[src/rtl/vend_pkg.sv]
// Shared types for the vending dispenser: FSM states, result-event encoding
// and the LOAD-state dispatch helper.
package vend_pkg;

  typedef enum logic [2:0] {
    IDLE  = 3'd0,
    LOAD  = 3'd1,
    DROP  = 3'd2,
    EJ5   = 3'd3,
    EJ10  = 3'd4,
    FAULT = 3'd5
  } state_t;

  localparam int EV_SUC = 2;
  localparam int EV_R5  = 1;
  localparam int EV_R10 = 0;

  typedef logic [2:0] evt_t;

  // Drink first, then small change, then large change.
  function automatic state_t first_dest(input evt_t e);
    state_t s;
    if (e[EV_SUC]) begin
      s = DROP;
    end else if (e[EV_R5]) begin
      s = EJ5;
    end else if (e[EV_R10]) begin
      s = EJ10;
    end else begin
      s = IDLE;
    end
    return s;
  endfunction

endpackage

[src/rtl/vend_dispenser_if.sv]
// Result/actuator bundle between the vending controller, the dispenser and
// the mechanical actuators.
interface vend_dispenser_if #(
  parameter int DEPTH = 4
) ();
  logic                     suc;
  logic                     rest_5;
  logic                     rest_10;
  logic                     drop_can;
  logic                     can_done;
  logic                     eject_5;
  logic                     eject_10;
  logic                     coin_ack;
  logic                     busy;
  logic [$clog2(DEPTH):0]   pending;
  logic                     overflow;
  logic                     fault;
  logic                     clr_fault;

  modport master (
    output suc, rest_5, rest_10, can_done, coin_ack, clr_fault,
    input  drop_can, eject_5, eject_10, busy, pending, overflow, fault
  );

  modport slave (
    input  suc, rest_5, rest_10, can_done, coin_ack, clr_fault,
    output drop_can, eject_5, eject_10, busy, pending, overflow, fault
  );
endinterface

[src/rtl/vend_evt_fifo.sv]
// DEPTH x 3 event FIFO. A push into a full FIFO is accepted only when a pop
// frees the head slot in the same cycle.
module vend_evt_fifo
  import vend_pkg::*;
#(
  parameter int DEPTH = 4
) (
  input  logic                   clk,
  input  logic                   reset,
  input  logic                   push,
  input  logic                   pop,
  input  evt_t                   wdata,
  output evt_t                   rdata,
  output logic                   full,
  output logic                   empty,
  output logic [$clog2(DEPTH):0] count,
  output logic [$clog2(DEPTH):0] count_nxt
);
  localparam int AW = $clog2(DEPTH);

  evt_t          mem_r [DEPTH];
  logic [AW-1:0] wr_ptr_r;
  logic [AW-1:0] rd_ptr_r;
  logic [AW:0]   count_r;
  logic [AW:0]   count_n;
  logic          push_ok_s;
  logic          pop_ok_s;

  assign full      = (count_r == (AW+1)'(DEPTH));
  assign empty     = (count_r == {(AW+1){1'b0}});
  assign pop_ok_s  = pop && !empty;
  assign push_ok_s = push && (!full || pop_ok_s);
  assign rdata     = mem_r[rd_ptr_r];
  assign count     = count_r;
  assign count_nxt = count_n;

  // Occupancy for the next cycle.
  always_comb begin
    count_n = count_r;
    case ({push_ok_s, pop_ok_s})
      2'b10:   count_n = count_r + (AW+1)'(1'b1);
      2'b01:   count_n = count_r - (AW+1)'(1'b1);
      default: count_n = count_r;
    endcase
  end

  // Pointer and occupancy registers; pointers wrap naturally at DEPTH.
  always_ff @(posedge clk or negedge reset) begin
    if (!reset) begin
      wr_ptr_r <= {AW{1'b0}};
      rd_ptr_r <= {AW{1'b0}};
      count_r  <= {(AW+1){1'b0}};
    end else begin
      count_r <= count_n;
      if (push_ok_s) begin
        wr_ptr_r <= wr_ptr_r + AW'(1'b1);
      end
      if (pop_ok_s) begin
        rd_ptr_r <= rd_ptr_r + AW'(1'b1);
      end
    end
  end

  // Entry storage; validity is tracked by the occupancy count alone.
  always_ff @(posedge clk) begin
    if (push_ok_s) begin
      mem_r[wr_ptr_r] <= wdata;
    end
  end

endmodule

[src/rtl/vend_dispenser.sv]
// Dispenser back end: queues controller result pulses and drives the can and
// coin actuators one at a time with acknowledge, timeout and sticky faults.
module vend_dispenser
  import vend_pkg::*;
#(
  parameter int DEPTH   = 4,
  parameter int TIMEOUT = 1000,
  parameter int CW      = 10
) (
  input logic             clk,
  input logic             reset,
  vend_dispenser_if.slave bus
);
  localparam int PW = $clog2(DEPTH) + 1;

  state_t        state_r;
  state_t        state_n;
  evt_t          cur_r;
  evt_t          cur_n;
  evt_t          evt_s;
  evt_t          head_s;
  logic [CW-1:0] timer_r;
  logic [CW-1:0] timer_n;
  logic          push_s;
  logic          pop_s;
  logic          full_s;
  logic          empty_s;
  logic          ovf_s;
  logic          fault_set_s;
  logic          tmo_s;
  logic [PW-1:0] count_s;
  logic [PW-1:0] count_nxt_s;
  logic          drop_can_r;
  logic          eject_5_r;
  logic          eject_10_r;
  logic          busy_r;
  logic          overflow_r;
  logic          fault_r;

  assign evt_s  = {bus.suc, bus.rest_5, bus.rest_10};
  assign push_s = |evt_s;
  assign pop_s  = (state_r == IDLE) && !empty_s;
  assign ovf_s  = push_s && full_s && !pop_s;
  // The edge that ends this cycle is the one where the timer reaches TIMEOUT.
  assign tmo_s  = (timer_r == CW'(TIMEOUT - 1));

  vend_evt_fifo #(.DEPTH(DEPTH)) u_fifo (
    .clk       (clk),
    .reset     (reset),
    .push      (push_s),
    .pop       (pop_s),
    .wdata     (evt_s),
    .rdata     (head_s),
    .full      (full_s),
    .empty     (empty_s),
    .count     (count_s),
    .count_nxt (count_nxt_s)
  );

  // Next-state, working-event and timer logic.
  always_comb begin
    state_n     = state_r;
    cur_n       = cur_r;
    timer_n     = timer_r;
    fault_set_s = 1'b0;
    case (state_r)
      IDLE: begin
        if (!empty_s) begin
          cur_n   = head_s;
          state_n = LOAD;
        end else begin
          state_n = IDLE;
        end
      end
      LOAD: begin
        timer_n = {CW{1'b0}};
        state_n = first_dest(cur_r);
      end
      DROP, EJ5, EJ10: begin
        timer_n = timer_r + CW'(1'b1);
        if ((state_r == DROP) ? bus.can_done : bus.coin_ack) begin
          case (state_r)
            DROP:    cur_n[EV_SUC] = 1'b0;
            EJ5:     cur_n[EV_R5]  = 1'b0;
            default: cur_n[EV_R10] = 1'b0;
          endcase
          state_n = LOAD;
        end else if (tmo_s) begin
          state_n     = FAULT;
          fault_set_s = 1'b1;
        end else begin
          state_n = state_r;
        end
      end
      FAULT: begin
        if (bus.clr_fault) begin
          cur_n   = 3'b000;
          state_n = IDLE;
        end else begin
          state_n = FAULT;
        end
      end
      default: begin
        cur_n   = 3'b000;
        state_n = IDLE;
      end
    endcase
  end

  // State, actuator and status registers; actuators decode the next state so
  // each rises together with its state and stays one-hot.
  always_ff @(posedge clk or negedge reset) begin
    if (!reset) begin
      state_r    <= IDLE;
      cur_r      <= 3'b000;
      timer_r    <= {CW{1'b0}};
      drop_can_r <= 1'b0;
      eject_5_r  <= 1'b0;
      eject_10_r <= 1'b0;
      busy_r     <= 1'b0;
      overflow_r <= 1'b0;
      fault_r    <= 1'b0;
    end else begin
      state_r    <= state_n;
      cur_r      <= cur_n;
      timer_r    <= timer_n;
      drop_can_r <= (state_n == DROP);
      eject_5_r  <= (state_n == EJ5);
      eject_10_r <= (state_n == EJ10);
      busy_r     <= (state_n != IDLE) || (count_nxt_s != {PW{1'b0}});
      if (ovf_s) begin
        overflow_r <= 1'b1;
      end else if (bus.clr_fault) begin
        overflow_r <= 1'b0;
      end else begin
        overflow_r <= overflow_r;
      end
      if (fault_set_s) begin
        fault_r <= 1'b1;
      end else if (bus.clr_fault) begin
        fault_r <= 1'b0;
      end else begin
        fault_r <= fault_r;
      end
    end
  end

  assign bus.drop_can = drop_can_r;
  assign bus.eject_5  = eject_5_r;
  assign bus.eject_10 = eject_10_r;
  assign bus.busy     = busy_r;
  assign bus.pending  = count_s;
  assign bus.overflow = overflow_r;
  assign bus.fault    = fault_r;

endmodule

[src/flat_wrapper.sv]
// flat-port wrapper written by rule: the top's interface ports become plain ports
module vend_dispenser_flat import vend_pkg::*;
#(
  parameter int DEPTH   = 4,
  parameter int TIMEOUT = 1000,
  parameter int CW      = 10
)
  (clk, reset, bus_suc, bus_rest_5, bus_rest_10, bus_can_done, bus_coin_ack, bus_clr_fault, bus_drop_can, bus_eject_5, bus_eject_10, bus_busy, bus_pending, bus_overflow, bus_fault);
  vend_dispenser_if #(.DEPTH(DEPTH)) bus_i ();
  input logic clk;
  input logic reset;
  input wire logic [$bits(bus_i.suc)-1:0] bus_suc;
  input wire logic [$bits(bus_i.rest_5)-1:0] bus_rest_5;
  input wire logic [$bits(bus_i.rest_10)-1:0] bus_rest_10;
  input wire logic [$bits(bus_i.can_done)-1:0] bus_can_done;
  input wire logic [$bits(bus_i.coin_ack)-1:0] bus_coin_ack;
  input wire logic [$bits(bus_i.clr_fault)-1:0] bus_clr_fault;
  output wire logic [$bits(bus_i.drop_can)-1:0] bus_drop_can;
  output wire logic [$bits(bus_i.eject_5)-1:0] bus_eject_5;
  output wire logic [$bits(bus_i.eject_10)-1:0] bus_eject_10;
  output wire logic [$bits(bus_i.busy)-1:0] bus_busy;
  output wire logic [$bits(bus_i.pending)-1:0] bus_pending;
  output wire logic [$bits(bus_i.overflow)-1:0] bus_overflow;
  output wire logic [$bits(bus_i.fault)-1:0] bus_fault;
  assign bus_i.suc = bus_suc;
  assign bus_i.rest_5 = bus_rest_5;
  assign bus_i.rest_10 = bus_rest_10;
  assign bus_i.can_done = bus_can_done;
  assign bus_i.coin_ack = bus_coin_ack;
  assign bus_i.clr_fault = bus_clr_fault;
  assign bus_drop_can = bus_i.drop_can;
  assign bus_eject_5 = bus_i.eject_5;
  assign bus_eject_10 = bus_i.eject_10;
  assign bus_busy = bus_i.busy;
  assign bus_pending = bus_i.pending;
  assign bus_overflow = bus_i.overflow;
  assign bus_fault = bus_i.fault;
  vend_dispenser #(.DEPTH(DEPTH), .TIMEOUT(TIMEOUT), .CW(CW)) u_core (.clk(clk), .reset(reset), .bus(bus_i));
endmodule
[config.mk]
export PLATFORM = sky130hd
export DESIGN_NAME = vend_dispenser_flat
export DESIGN_NICKNAME = d
export VERILOG_FILES = /design/src/rtl/vend_pkg.sv /design/src/rtl/vend_dispenser_if.sv /design/src/rtl/vend_evt_fifo.sv /design/src/rtl/vend_dispenser.sv /design/src/flat_wrapper.sv
export SDC_FILE = /design/constraint.sdc
export NUM_CORES = 1
export LEC_CHECK = 0
export CAP_MARGIN = 20
export CORE_AREA = 2 2 56 71
export DETAILED_ROUTE_END_ITERATION = 6
export DIE_AREA = 0 0 58 73
export PLACE_DENSITY = 0.85
export SYNTH_ARGS = -nofsm -noshare
export SYNTH_HDL_FRONTEND = slang
export SYNTH_HIERARCHICAL = 1
export SYNTH_SLANG_ARGS = --single-unit
[constraint.sdc]
create_clock -name clk -period 6.2 [get_ports clk]
set_clock_uncertainty 0.2 [all_clocks]
set_input_delay 0.93 -clock clk [delete_from_list [all_inputs] [get_ports clk]]
set_output_delay 0.93 -clock clk [all_outputs]
set_load 0.03 [all_outputs]
==> metrics.txt <==
worst vdd ir=0.000397 V; Clock power frac=17.1%; num ports=17; share of cells above drive strength 1=16.6%; post-CTS setup buffer count=0; final WL=4000 µm; NumNets Final=219; final cell count without fillers=245; area taken by multi-input logic gates=957 µm²; max_cap viols=0; FP Rows=25; leakage power=1.04 nW; Initial Util=58.8%; Chip Height=73 µm; FF-to-FF End=u_core/bus.busy; fillers=277; Mapped Cells=185; CP Launch Type=input port; drc violations=0; Cell Chain, Critical Path=clkdlybuf4s50_1 > or3_1 > o21a_4 > inv_1 > ha_1 > inv_1 > fa_1 > xor2_1 > nor2_1 > xor2_1 > nor3_1 > o311a_1 > nand4_1; largest net degree at the start of global routing=30; CTS tree=done; Tcrit/Tclk final=57.5%; Setup WS pre-CTS=2.33 ns; Max-Slew Margin vs Limit=62.4%; share of the synthesized area in the top cell type=34.0%; R2R cell count=12; NetSw=0.487 mW; # resized after CTS=0; RSZ-0062 raised after global routing=no; HPWL Detailed=2900 µm; initial antenna violation count=0; DR WL/cell=16.3 µm; Die Width=58 µm; Int Pwr=0.740 mW; top_reg_cell synth=dfrtp_1; ys async rst share=70.7%; Area Growth Syn to Fin=13.8%; register area share after synthesis=50.9%; outcome=completed; final-report max-slew violation count=0; RR Startpoint=u_core/state_r[2]; setup violators final=0; Initial DRC Count=66; Placed Area=2320 µm²; Comb pwr share=45.7%; Hold Path Class=reg2reg; average vias per placed instance=6.04; Cell Pwr Density=506 nW/µm²; CP max FO=7; Root Buffer=clkbuf_8; TritonCTS Buffers=5; reg-to-reg slack, setup=2.92 ns; register area=1090 µm²; CTS HTree Levels=2; post-synth top area cell=dfrtp_1; YS warnings=6; Critical path origin=bus_rest_5; Post-CTS Hold Buffers=0; Syn Nets=200; synthesized flop and latch total=41; via count=1480; Crit-path slowest cell=clkdlybuf4s50_1; Routed Antenna Nets=0; Final Hold Vio Count=0; Die Area=4230 µm²; Critical Path AT=3.53 ns; CP Data Required Time=6.17 ns; first-pass GRT wire length=6780 µm; Post-Syn Area=2130 µm²; grt ovf=0; Flop pwr share=37.2%; vias in the first global route=1519; first-pass detailed-route iteration total=4; fmax=281 MHz; top-count cell post-synth=dfrtp_1; Least-Margin Pin Slew=0.559 ns; Core ar.=3630 µm²; top cells by count, synth=29 x dfrtp_1, 14 x inv_1, 13 x nand2_1, 13 x nor2_1, 12 x edfxtp_1; clk buf depth=2; critical path endpoint=u_core/bus.busy; hold_ws=0.303 ns; Cell Count Post-Placement=237; syn_area_per_cell=11.5 µm²; CP max stage delay=0.48 ns; worst setup margin=2.64 ns; Setup CP Type=in2reg; Tmin final=3.56 ns; Worst Setup End Kind=register; post-synth cell types=60; diode count=0; Setup TNS=0 ns; top area cells in the synthesized netlist=dfrtp_1 34%, edfxtp_1 17%, ha_1 3.5%, mux4_2 3.2%, inv_1 2.5%; Global Route Usage Sum=21.4%; EDFF count, synth=12; Worst-Skew Late Latency=0.30 ns; clock-pin slew on the worst setup and hold paths=0.08 ns; Switching Share=39.7%; Design Area, Final=2430 µm²; final RePlAce weighted congestion=0.847; CTS Sinks=41; Port-buffer cells=16
## power groups by stage
| stage | combinational (mW) | clock, mW | sequential, mW |
|---|---|---|---|
| 6_report | 0.561 | 0.210 | 0.457 |
| 5_1_grt | 0.610 | 0.228 | 0.471 |
| 4_1_cts | 0.563 | 0.216 | 0.456 |
| 3_5_place_dp | 0.556 | 0 | 0.460 |
| 3_3_place_gp | 0.533 | 0 | 0.452 |
| 2_1_floorplan | 0.423 | 0 | 0.458 |
## logic make-up after synthesis
kind of cell	synth area share [%]
buffers and inverters	4.17
adders and majority gates	4.46
DFF	50.9
AOI/OAI and AO/OA	14.1
muxes	4.81
xor gates and xnor gates	3.70
and+or+nand+nor	17.8
## flip-flops by register name, summed over array words and instances (netlist names)
| name | cells |
|---|---|
| u_core/bus.busy | 1 |
| u_core/bus.drop_can | 1 |
| u_core/bus.eject_10 | 1 |
| u_core/bus.eject_5 | 1 |
| u_core/bus.fault | 1 |
| u_core/bus.overflow | 1 |
| u_core/cur_r | 3 |
| u_core/state_r | 3 |
| u_core/timer_r | 10 |
| u_core/u_fifo/count | 3 |
| u_core/u_fifo/mem_r | 12 |
| u_core/u_fifo/rd_ptr_r | 2 |
| u_core/u_fifo/wr_ptr_r | 2 |
## final cells by class
type	instances	share of cell area, %
flip-flops and latches	41	44.7
multi-input cells	124	39.4
repair buffers	17	6.91
clock buffers	5	2.84
inverters	15	2.32
well taps	40	2.06
clock inverters	3	1.70
## worst max-delay path, delay by kind of cell
kind	cells	cell delay, ns
AOI/OAI and AO/OA	2	0.37
buffers and inverters	3	0.60
adders and majority gates	2	0.54
xor gates and xnor gates	2	0.25
and+or+nand+nor	4	0.86
## per-stage QoR
stage	power, mW	utilization, %
floorplan	0.881	-
detailed placement	1.02	63.9
global placement	0.985	63.9
finish	1.23	66.9
CTS	1.24	66.9
global route	1.31	66.9
## worst min path at each step
stage | start | to | slack [ns] | cells after the start
after floorplan | u_core/timer_r[9] | u_core/timer_r[9] | 0.25 | 1
after global placement | u_core/timer_r[9] | u_core/timer_r[9] | 0.28 | 1
after detailed placement | u_core/timer_r[9] | u_core/timer_r[9] | 0.29 | 1
after CTS | u_core/timer_r[9] | u_core/timer_r[9] | 0.30 | 1
after global routing | u_core/timer_r[9] | u_core/timer_r[9] | 0.34 | 1
final | u_core/timer_r[9] | u_core/timer_r[9] | 0.30 | 1
## routing by layer
layer,GRT usage [%],share of wire (%),up-vias
met2,38.0,54,37
met3,4.96,4.0,5
li1,-,-,704
met5,0,0,-
met1,24.4,40,734
met4,9.30,1.3,0
## cell usage in the layout, fill, tap and decap left out, drive strengths merged, types with 2 or more instances in the layout
cell,Yosys,routed
clkdlybuf4s50,0,16
edfxtp,12,12
o21a,2,2
nand2b,2,2
nor2,15,15
a21o,3,3
nor3,5,5
a31oi,2,2
nand3,5,5
o21ai,8,8
clkbuf,1,5
or2,2,2
xnor2,5,5
mux2i,2,2
nand2,13,13
dfrtp,29,29
and2,4,4
nand4,3,3
ha,6,6
xor2,4,4
nand4b,2,2
mux4,3,3
a22o,3,3
and3,3,3
inv,15,15
or3,3,3
a21oi,8,8
o31a,2,2
Note: power is estimated with default switching activity, not from simulation.
